$ cat src/rtl/serial_pkg.sv
// Shared types and default framing constants for the serial receive link.
package serial_pkg;

    typedef enum logic [1:0] {
        HUNT    = 2'd0,
        PAYLOAD = 2'd1,
        PARITY  = 2'd2
    } rx_state_t;

    localparam int unsigned SYNC_W_DEF    = 6;
    localparam logic [5:0]  SYNC_WORD_DEF = 6'b011010;
    localparam int unsigned DATA_W_DEF    = 8;

endpackage

$ cat src/rtl/serial_sync_matcher.sv
// Sync-word hunter: shifts serial bits into a short history and flags a match
// when the history plus the current bit equals the sync pattern.
module serial_sync_matcher #(
    parameter int unsigned          SYNC_W    = 6,
    parameter logic [SYNC_W-1:0]    SYNC_WORD = 6'b011010
) (
    input  logic clk,
    input  logic rst,
    input  logic ser_bit,
    input  logic en,
    input  logic clr,
    output logic match_c
);

    localparam int unsigned HIST_W = SYNC_W - 1;

    logic [HIST_W-1:0] history;

    // Clearing wins over shifting so a new hunt never reuses stale bits.
    always_ff @(posedge clk or posedge rst) begin
        if (rst) begin
            history <= '0;
        end else if (clr) begin
            history <= '0;
        end else if (en) begin
            history <= {history[HIST_W-2:0], ser_bit};
        end
    end

    assign match_c = en && ({history, ser_bit} == SYNC_WORD);

endmodule

$ cat src/rtl/serial_frame_controller.sv
// Serial frame receiver: sync hunt, MSB-first payload capture, even-parity check
// and a single-entry valid/ready output register with overflow flag.
module serial_frame_controller
    import serial_pkg::*;
#(
    parameter int unsigned       SYNC_W    = SYNC_W_DEF,
    parameter logic [SYNC_W-1:0] SYNC_WORD = SYNC_W'(SYNC_WORD_DEF),
    parameter int unsigned       DATA_W    = DATA_W_DEF
) (
    input  logic              clk,
    input  logic              rst,
    input  logic              serData,
    input  logic              enable,
    output logic [DATA_W-1:0] data_out,
    output logic              data_valid,
    input  logic              data_ready,
    output logic              parity_err,
    output logic              overflow,
    input  logic              clr_ovf,
    output logic              busy
);

    localparam int unsigned       CNT_W    = (DATA_W > 1) ? $clog2(DATA_W) : 1;
    localparam logic [CNT_W-1:0]  LAST_CNT = CNT_W'(DATA_W - 1);

    rx_state_t         state;
    rx_state_t         state_next;
    logic [CNT_W-1:0]  bit_cnt;
    logic [DATA_W-1:0] payload;
    logic              match_c;
    logic              sync_clr_c;
    logic              good_word_c;
    logic              bad_word_c;
    logic              parity_ok_c;

    serial_sync_matcher #(
        .SYNC_W    (SYNC_W),
        .SYNC_WORD (SYNC_WORD)
    ) u_sync (
        .clk     (clk),
        .rst     (rst),
        .ser_bit (serData),
        .en      (state == HUNT),
        .clr     (sync_clr_c),
        .match_c (match_c)
    );

    assign parity_ok_c = ~(^{payload, serData});

    always_ff @(posedge clk or posedge rst) begin
        if (rst) begin
            state <= HUNT;
        end else begin
            state <= state_next;
        end
    end

    // Next state plus one-cycle strobes for frame completion and history clear.
    always_comb begin
        state_next  = state;
        sync_clr_c  = 1'b0;
        good_word_c = 1'b0;
        bad_word_c  = 1'b0;
        if (!enable) begin
            state_next = HUNT;
            sync_clr_c = 1'b1;
        end else begin
            case (state)
                HUNT: begin
                    if (match_c) begin
                        state_next = PAYLOAD;
                    end
                end
                PAYLOAD: begin
                    if (bit_cnt == LAST_CNT) begin
                        state_next = PARITY;
                    end
                end
                PARITY: begin
                    state_next = HUNT;
                    sync_clr_c = 1'b1;
                    if (parity_ok_c) begin
                        good_word_c = 1'b1;
                    end else begin
                        bad_word_c = 1'b1;
                    end
                end
                default: begin
                    state_next = HUNT;
                    sync_clr_c = 1'b1;
                end
            endcase
        end
    end

    // Counter is held at zero in HUNT so every payload starts from bit 0.
    always_ff @(posedge clk or posedge rst) begin
        if (rst) begin
            bit_cnt <= '0;
            payload <= '0;
        end else begin
            if (state == PAYLOAD) begin
                bit_cnt <= bit_cnt + CNT_W'(1);
                payload <= {payload[DATA_W-2:0], serData};
            end else begin
                bit_cnt <= '0;
            end
        end
    end

    // Output register: a same-cycle transfer frees the slot for the new word.
    always_ff @(posedge clk or posedge rst) begin
        if (rst) begin
            data_out   <= '0;
            data_valid <= 1'b0;
            parity_err <= 1'b0;
            overflow   <= 1'b0;
        end else begin
            parity_err <= bad_word_c;
            if (good_word_c && (!data_valid || data_ready)) begin
                data_out   <= payload;
                data_valid <= 1'b1;
            end else if (data_valid && data_ready) begin
                data_valid <= 1'b0;
            end
            if (good_word_c && data_valid && !data_ready) begin
                overflow <= 1'b1;
            end else if (clr_ovf) begin
                overflow <= 1'b0;
            end
        end
    end

    assign busy = (state != HUNT);

endmodule
$ cat config.mk
export PLATFORM = sky130hd
export DESIGN_NAME = serial_frame_controller
export DESIGN_NICKNAME = d
export VERILOG_FILES = /design/src/rtl/serial_pkg.sv /design/src/rtl/serial_sync_matcher.sv /design/src/rtl/serial_frame_controller.sv
export SDC_FILE = /design/constraint.sdc
export NUM_CORES = 1
export LEC_CHECK = 0
export ABC_AREA = 0
export BUFFER_PORTS_ARGS = -buffer_cell sky130_fd_sc_hd__buf_2
export CORE_MARGIN = 3
export CORE_UTILIZATION = 62
export CTS_BUF_LIST = sky130_fd_sc_hd__clkbuf_8
export DETAILED_ROUTE_END_ITERATION = 7
export MAX_ROUTING_LAYER = met4
export PLACE_DENSITY = 0.93
export SYNTH_ARGS = -nofsm -noshare
export SYNTH_HDL_FRONTEND = slang
export SYNTH_SLANG_ARGS = --single-unit
$ cat constraint.sdc
create_clock -name clk -period 3.98 [get_ports clk]
set_input_delay 0.398 -clock clk [delete_from_list [all_inputs] [get_ports clk]]
set_output_delay 0.398 -clock clk [all_outputs]
set_load 0.005 [all_outputs]
After elaboration in Yosys (flattened, before gate mapping)
Cells that the tools add are included.

Flip-flop bits (word level): 29. Input bits: 6. Output and inout port bits: 12. Logic and storage cells: 50.

Add/subtract/negate cells: 1. Equal/unequal tests: 6. Muxes and demuxes: 19. Reduce and logical (&&, ||, !) cells: 16.

Operators with widths (count): 1-bit two-way mux (12); 5-bit two-way mux (2); 9-bit parity (1); 2-bit nonzero test (4); 6-bit by 5-bit == test with 1-bit output, second input constant (1); 2-bit two-way mux (3); 3-bit inequality test, second input constant (2); 1-bit logical AND (5); 2-bit case mux with 2 select lines (1); 3-bit by 1-bit adder with 3-bit output, second input constant (1); 3-bit == test, second input constant (1); 3-bit two-way mux (1); 2-bit by 1-bit == test with 1-bit output, second input constant (1); 2-bit == test, second input constant (1); 1-bit zero test (2); 2-bit zero test (1); 2-bit AND reduction (1); 2-bit OR reduction (1); 1-bit logical OR (1).

Depth between registers and ports, before layout
Gate-level depths: netlist of run 1.

Depth after elaboration: 7. Depth in mapped cells: 5.

Cells and area by module
Synthesis of run 1 repeated with hierarchy kept, for this count alone.

Cells, all modules: 93. Area, all modules: 1271.2 um^2.

By module, submodules not included: serial_frame_controller (instances 1, cells an instance 74, area each 1039.7 um^2, sequential area each 600.6 um^2); serial_sync_matcher (instances 1, cells an instance 19, area each 231.5 um^2, sequential area each 125.1 um^2).

Least setup slack after synthesis of run 1
OpenSTA, ideal clock, no wires.

Path type: register -> register. Start point: register payload[0]. End point: register data_out[0]. Setup time: 0.125 ns. Arrival time: 1.676 ns. Path slack: 2.179 ns. Cell stages (with the launch flop): 5. Path buffers: 0. Period minus slack after synthesis: 1.801 ns. Cell sequence: dfrtp_1 > xor2_1 > xnor3_2 > mux2i_4 > mux2_2.

Cells in the longest elaborated chain, start to end: 5.

Ends and longest elaborated chain: start: declaration (line serial_frame_controller.sv:29) `logic [DATA_W-1:0] payload;`; start signal: assignment (line serial_frame_controller.sv:104) `payload <= {payload[DATA_W-2:0], serData};`; 9-bit parity (line serial_frame_controller.sv:48) `assign parity_ok_c = ~(^{payload, serData});`; 1-bit two-way mux (line serial_frame_controller.sv:82) `if (parity_ok_c) begin`; 1-bit two-way mux (line serial_frame_controller.sv:68) `case (state)`; 1-bit two-way mux (line serial_frame_controller.sv:64) `if (!enable) begin`; 1-bit logical AND (line serial_frame_controller.sv:120) `if (good_word_c && (!data_valid || data_ready)) begin`; end signal: assignment (line serial_frame_controller.sv:121) `data_out <= payload;`; end: declaration (line serial_frame_controller.sv:14) `output logic [DATA_W-1:0] data_out,`.

Several ways; a longest one is shown, not always the timed one. A chain may end at the register's enable or synchronous reset.

Worst setup path in the final report of run 1
Ends and elaborated chain as after synthesis.

==> Flow_metrics.wiki, run 1 <==
{| class="wikitable"
! Metric !! Value
|-
| Slack of the critical path || 2016 ps
|-
| Crit path buf inv count || 0
|-
| Share of the yosys chip area belonging to registers || 58.06%
|-
| R2R setup slack || 2020 ps
|-
| Routed Wire Length || 2.217 mm
|-
| Number of flip-flops and latches in the synthesized netlist || 29
|-
| Required time worst endpoint || 4130 ps
|-
| Number of cells in the finished layout apart from fillers || 152
|-
| Commonest non-fill, non-tap cell in the layout || dfrtp_1
|-
| Logic depth of the worst register-to-register path || 4
|-
| Clk sink count || 29
|-
| Final count of negative-setup-slack endpoints || 0
|-
| Clock latency at the later pin of the worst-skew pair || 270 ps
|-
| HPWL after detailed placement || 1.542 mm
|-
| Final Hold Vio Count || 0
|-
| Number of primary I/O pins || 18
|-
| Most used flip-flop cell after synthesis || dfrtp_1
|-
| Number of buffers added to fix hold violations after cts || 0
|-
| Proportion of layout cells with a drive suffix above 1 || 26.77%
|-
| Endpoint of the worst hold path || overflow
|-
| Maximum frequency from static timing analysis || 509.2 MHz
|-
| Hold path startpoint || clr_ovf
|-
| Die boundary height || 50.90 um
|-
| Number of antenna violations at the first check in global routing || 0
|-
| Slew at the pin with the worst max-slew slack || 1045 ps
|-
| Hold path depth || 2
|-
| Critical Path Start Type || flip-flop
|-
| Logic depth of the worst path, buffers included || 4
|-
| Path class of the lowest-slack min-delay path || input port to flip-flop
|-
| Yosys synthesis warning count || 0
|-
| Period utilization || 49.34%
|-
| Type of element capturing the critical path || flip-flop
|-
| Number of buffers added on ports || 17
|-
| Routability cong. || 0.7698
|-
| Post-placement worst setup slack || 1968 ps
|-
| GRT Residual Overflow || 0
|-
| Largest fanout on the critical path || 8
|-
| Cell type group with the largest total delay on the critical path || multiplexers
|-
| Launch point of the worst reg-to-reg path || payload[0]
|-
| CTS tree || built
|-
| First-pass GRT wire length || 3.898 mm
|-
| Growth of design area from synthesis to finish || 15.32%
|-
| Area inside the core boundary || 0.001821 mm2
|-
| Filler cell count in the final layout || 109
|-
| Max-cap violations || 0
|-
| Antenna diode instance count || 0
|-
| Number of enable-type register cells in the synthesized netlist || 0
|-
| Async SR Flop Fraction || 100.0%
|-
| Placed cell count || 145
|-
| Fin Setup TNS || 0 ps
|-
| Initial cell density of the core || 68.66%
|-
| Leakage component of the power || 0.0007740 uW
|-
| Per-cell routed wire length || 14.59 um
|-
| Highest-count cells in the layout ignoring fill and taps || dfrtp_1, nand2_1, buf_2, mux2_2, nor2_1
|-
| Cell Area, Synth || 0.001250 mm2
|-
| RSZ-0062 raised after global routing || no
|-
| Worst IR Drop VDD || 326.4 uV
|-
| Count of buffers added by post-CTS timing repair for setup || 0
|-
| Count of TritonRoute iterations in the first routing pass || 4
|-
| Clock-pin slew on the worst setup and hold paths || 60 ps
|-
| Slew Viols, Final || 0
|-
| Relative slew slack || 30.25%
|-
| Capture instance of the worst register-to-register path || data_out[0]
|-
| Syn_area_per_cell || 11.79 um2
|-
| CP max stage cell || xnor3_2
|-
| GR Util All Layers || 21.73%
|-
| Number of distinct library cells after synthesis || 26
|-
| Number of DRC violations after detailed routing || 0
|-
| Number of buffers on the longest clock path || 2
|-
| Area enclosed by the die boundary || 0.002591 mm2
|-
| Largest net degree at the start of global routing || 30
|-
| NumNets Final || 135
|-
| CP cell instances || xor2_1, xnor3_2, mux2i_4, mux2_2
|-
| Number of buffers created by CTS || 5
|-
| Number of nets still failing antenna checks after routing || 0
|-
| Routed vias/inst || 5.401
|-
| H-tree levels || 2
|-
| Number of global-route vias before repair || 822
|-
| Time the final worst path needs with I/O delays and setup || 1964 ps
|-
| Arrival time of data at the critical path endpoint || 2120 ps
|-
| Die Wd || 50.90 um
|-
| Final core utilization || 79.18%
|-
| Cell count after synthesis || 106
|-
| Iter 0 DRT Violations || 17
|-
| Number of rows created at floorplan || 15
|-
| Number of nets produced by synthesis || 114
|-
| Critical Path Max Stage Delay || 500 ps
|-
| Total power density per cell area || 399.5 mW/mm2
|-
| Worst Path Class, Setup || flip-flop to flip-flop
|-
| Vias || 821
|-
| Total of cells resized after clock tree synthesis || 0
|-
| Fin Clk Skew || 5.746 ps
|-
| Status || finished clean
|-
| Master cell of the clock root buffer || clkbuf_8
|}
flip-flops by register name, indices dropped and copies added, names as in the netlist:
signal / count
overflow: 1
data_out: 8
state: 2
data_valid: 1
bit_cnt: 3
parity_err: 1
u_sync.history: 5
payload: 8
worst max-delay path by stage:
stage / startpoint / endpoint / slack (ps)
after CTS: payload[0] / data_out[0] / 2000
after global placement: serData / data_out[0] / 2020
after floorplan: payload[0] / data_out[0] / 2180
after global routing: payload[0] / data_out[6] / 1940
final: payload[0] / data_out[0] / 2020
after detailed placement: serData / data_out[0] / 1970
synth_stat cells, types with 2 or more instances:
cell type | instances | share of area (%)
dfrtp_1 | 29 | 58
nand2_1 | 24 | 7.2
mux2_2 | 8 | 7.2
nor2_1 | 7 | 2.1
mux2i_1 | 5 | 4.0
clkbuf_1 | 3 | 0.90
inv_1 | 3 | 0.90
nand2b_1 | 3 | 1.5
nor2b_1 | 3 | 1.5
and2_1 | 2 | 1.0
ha_1 | 2 | 2.0
xnor2_1 | 2 | 1.4
xor2_1 | 2 | 1.4
cell families after synthesis:
family	after synthesis	synth area share, %
buf+inv	6	1.802
fa+ha+maj	2	2.002
simple gates	46	17.12
xor+xnor	6	6.507
flops	29	58.06
compound gates	3	1.501
mux	14	13.01
report_power, final:
group	switching (uW)	internal [uW]	total, uW	leakage [uW]
logic	19.8	18.9	38.7	0.000327
clock network	98.6	134	233	0.0000485
registers	4.90	300	304	0.000399
per-layer routing:
layer / share of wire, % / global-route usage, % / wire length (um) / up-vias
met5: 0 / - / 0 / -
met4: 1.5 / 7.623 / 33 / 0
met3: 5.1 / 7.872 / 114 / 6
met2: 48 / 33.26 / 1075 / 33
met1: 45 / 26.73 / 993 / 393
li1: - / - / - / 389
stage by stage:
stage / cell area (um2) / hold slack [ps] / power (uW)
5_1_grt: 1441 / 315.4 / 601.1
6_report: 1441 / 314.4 / 575.8
3_3_place_gp: 1355 / 419.0 / 346.6
4_1_cts: 1441 / 307.8 / 579.7
2_1_floorplan: 1250 / 409.9 / 339.1
3_5_place_dp: 1355 / 434.5 / 348.8
final cells by class:
type / count / area [um2] / share of cell area (%)
sequential: 29 / 725.7 / 50.35
multi-input combinational: 71 / 501.7 / 34.81
timing repair buffer: 17 / 85.08 / 5.903
clock buffer: 6 / 82.58 / 5.729
tap: 25 / 31.28 / 2.170
inverter: 3 / 11.26 / 0.7813
clock inverter: 1 / 3.754 / 0.2604
No activity file was read; power rests on OpenSTA's default activity.
==> run 2, diff against run 1 <==
CORE_UTILIZATION = 52   (was 62)
PLACE_DENSITY = 0.84   (was 0.93)
clock period = 1.8 ns   (was 3.98 ns; I/O delays follow)
==> run 2 against run 1 <==
  * Critical endpoint is now data_out[1]
  * The run now ends with negative setup slack left
  * Count of clock-buffer cells in the layout is 1 lower
  * Core utilization down 5.9 points
  * Critical path type unchanged
  * Clock skew down 3.7 ps
  * Via count increased by 10%
  * Sequential share of layout area decreased by 6.4 points
  * Register-to-register slack worse by 2100 ps
  * Non-clock buffer count grew 20
  * Routed wire length increased by 20%
==> Flow_metrics.wiki, run 2 (synthesis gave the netlist of run 1 again) <==
{| class="wikitable"
! Metric !! Value
|-
| Status || complete, but fails checks
|-
| Violated checks || negative setup slack
|-
| Hold path depth || 2 (unchanged)
|-
| Iter 0 DRT Violations || 14 (-3)
|-
| Capture instance of the worst register-to-register path || data_out[1]
|-
| Power share of the sequential group || 52.0% (-0.9 points)
|-
| Final count of negative-setup-slack endpoints || 9 (+9)
|-
| Highest-count cells in the layout ignoring fill and taps || dfrtp_1, nand2_1, buf_4, buf_2, mux2_4
|-
| Total power density per cell area || 779.0 mW/mm2 (+95%)
|-
| Routed vias/inst || 5.153 (-4.6%)
|-
| GRT Residual Overflow || 0 (unchanged)
|-
| Worst IR Drop VDD || 819.9 uV (+150%)
|-
| Slew Viols, Final || 0 (unchanged)
|-
| Number of nets still failing antenna checks after routing || 0 (unchanged)
|-
| Leakage component of the power || 0.0009180 uW (+19%)
|-
| Vias || 907 (+10%)
|-
| Number of cells in the finished layout apart from fillers || 176 (+16%)
|-
| Endpoint of the worst hold path || overflow
|-
| Clock-pin slew on the worst setup and hold paths || 60 ps (about the same)
|-
| Hold path startpoint || clr_ovf
|-
| Die boundary height || 55.03 um (+8.1%)
|-
| Type of element capturing the critical path || flip-flop
|-
| Clk sink count || 29 (unchanged)
|-
| Number of DRC violations after detailed routing || 0 (unchanged)
|-
| Max-cap violations || 0 (unchanged)
|-
| Final core utilization || 73.31% (-5.9 points)
|-
| Met1 Usage GRT || 24.09% (-2.6 points)
|-
| Routability cong. || 0.8274 (+7.5%)
|-
| Net Sw Frac || 23.16% (+1.8 points)
|-
| Proportion of layout cells with a drive suffix above 1 || 36.49% (+9.7 points)
|-
| Maximum frequency from static timing analysis || 544.3 MHz (+6.9%)
|-
| Number of buffers added on ports || 17 (unchanged)
|-
| Area enclosed by the die boundary || 0.003028 mm2 (+17%)
|-
| Final Hold Vio Count || 0 (unchanged)
|-
| Commonest non-fill, non-tap cell in the layout || dfrtp_1
|-
| Growth of design area from synthesis to finish || 32.23%
|-
| Slew at the pin with the worst max-slew slack || 370.0 ps (-675.0 ps)
|-
| Arrival time of data at the critical path endpoint || 2010 ps (-110 ps)
|-
| Required time worst endpoint || 1970 ps (-2160 ps)
|-
| Period utilization || 102.1% (+53 points)
|-
| Multi-input combinational cell area || 550.5 um2 (+9.7%)
|-
| Area inside the core boundary || 0.002255 mm2 (+24%)
|-
| Post-placement worst setup slack || -86.20 ps (-2054 ps)
|-
| Internal power component || 989.4 uW (+120%)
|-
| Number of global-route vias before repair || 933 (+14%)
|-
| HPWL after detailed placement || 1.724 mm (+12%)
|-
| Routing usage on met3 || 11.53% (+3.7 points)
|-
| Number of buffers on the longest clock path || 2 (unchanged)
|-
| Number of buffers created by CTS || 5 (unchanged)
|-
| CP startpoint || payload[3]
|-
| Initial cell density of the core || 55.44% (-13 points)
|-
| Worst Path Class, Setup || flip-flop to flip-flop
|-
| Filler cell count in the final layout || 160 (+47%)
|-
| Layer with the highest usage after global routing || met2
|-
| Switch Pwr || 298.2 uW (+140%)
|-
| CTS tree || built
|-
| H-tree levels || 2 (unchanged)
|-
| Die Wd || 55.03 um (+8.1%)
|-
| Area used by sequential logic in the layout || 725.7 um2 (unchanged)
|-
| Largest net degree at the start of global routing || 30 (unchanged)
|-
| Largest registers || data_out: 8 flops, payload: 8 flops, u_sync.history: 5 flops
|-
| Time the final worst path needs with I/O delays and setup || 1837 ps (-126.6 ps)
|-
| First-pass GRT wire length || 4.243 mm (+8.9%)
|-
| Clock latency at the later pin of the worst-skew pair || 280 ps (about the same)
|-
| Share of total power in combinational logic || 10.1% (+3.4 points)
|-
| Launch point of the worst reg-to-reg path || payload[3]
|-
| GR Util All Layers || 22.23% (+0.50 points)
|-
| Per-cell routed wire length || 15.18 um (+4.0%)
|-
| Largest fanout on the critical path || 8 (unchanged)
|-
| Fin Clk Skew || 1.998 ps (-3.748 ps)
|-
| NumNets Final || 155 (+15%)
|-
| Antenna diode instance count || 0 (unchanged)
|-
| Routed Wire Length || 2.671 mm (+20%)
|-
| Hold Slack || 71.53 ps (-242.9 ps)
|-
| Slack of the critical path || -37.22 ps (-2053 ps)
|-
| RSZ-0062 raised after global routing || yes
|-
| Placed cell count || 161 (+11%)
|-
| Number of rows created at floorplan || 17 (+2)
|-
| R2R setup slack || -40 ps (-2050 ps)
|-
| Number of antenna violations at the first check in global routing || 0 (unchanged)
|-
| Critical Path Start Type || flip-flop
|-
| Met2 track demand over resource in global routing || 32.48% (-0.78 points)
|-
| Path class of the lowest-slack min-delay path || input port to flip-flop
|-
| Relative slew slack || 75.33% (+45 points)
|-
| Logic depth of the worst register-to-register path || 5 (+1)
|-
| Clock power frac || 37.9% (-2.5 points)
|-
| Master cell of the clock root buffer || clkbuf_8
|-
| Number of primary I/O pins || 18 (unchanged)
|-
| Count of TritonRoute iterations in the first routing pass || 5 (+1)
|}
==> run 2: power groups by stage <==
stage	Clock [uW]	Sequential [uW]	Combinational [uW]
global route	530	670	143
detailed placement	0	683	98.5
finish	488	669	130
CTS	503	669	129
global placement	0	683	94.4
floorplan	0	682	62.0
==> run 2: worst max path at each step <==
stage	to	slack, ps	cells past startpoint
after floorplan	data_out[0]	20	4
after global placement	data_out[6]	-10	5
after detailed placement	data_out[3]	-90	5
after CTS	data_out[2]	-30	5
after global routing	data_out[1]	-90	5
final	data_out[1]	-40	5
==> run 2: layout make-up <==
| class | instances | share of cell area [%] |
|---|---|---|
| sequential | 29 | 43.91 |
| multi-input combinational | 71 | 33.31 |
| timing repair buffer | 37 | 15.14 |
| clock buffer | 5 | 4.164 |
| tap | 28 | 2.120 |
| clock inverter | 3 | 0.6813 |
| inverter | 3 | 0.6813 |
==> run 2: per-layer routing <==
metal  share of wire [%]  wire, um  vias to the layer above
met4                 3.5        93                        0
met2                  50      1323                       20
met3                 5.4       144                       10
li1                    -         -                      425
met5                   0         0                        -
met1                  42      1110                      452
==> run 2: per-stage QoR <==
step / total power (uW) / instance area [um2] / setup TNS [ps]
2_1_floorplan: 743.7 / 1250 / 0
5_1_grt: 1343 / 1653 / -805.0
6_report: 1288 / 1653 / -246.5
4_1_cts: 1301 / 1630 / -190.3
3_5_place_dp: 781.8 / 1456 / -624.5
3_3_place_gp: 777.1 / 1456 / -93.31
==> run 2: timing repair <==
| action | in CTS | in global routing |
|---|---|---|
| hold buffers | 1 | 0 |
| gates resized for setup | 10 | 2 |
| pin swaps | 3 | 2 |
| setup endpoints to repair | 8 | 11 |
| endpoints found under the hold margin | 29 | 0 |
| setup buffers | 5 | 2 |
==> run 2: worst max-delay path, stage by stage (launching register included) <==
cell     delay, ps
dfrtp_1        390
xnor2_1        160
xnor3_2        480
mux2i_4        210
buf_12         160
mux2_4         300
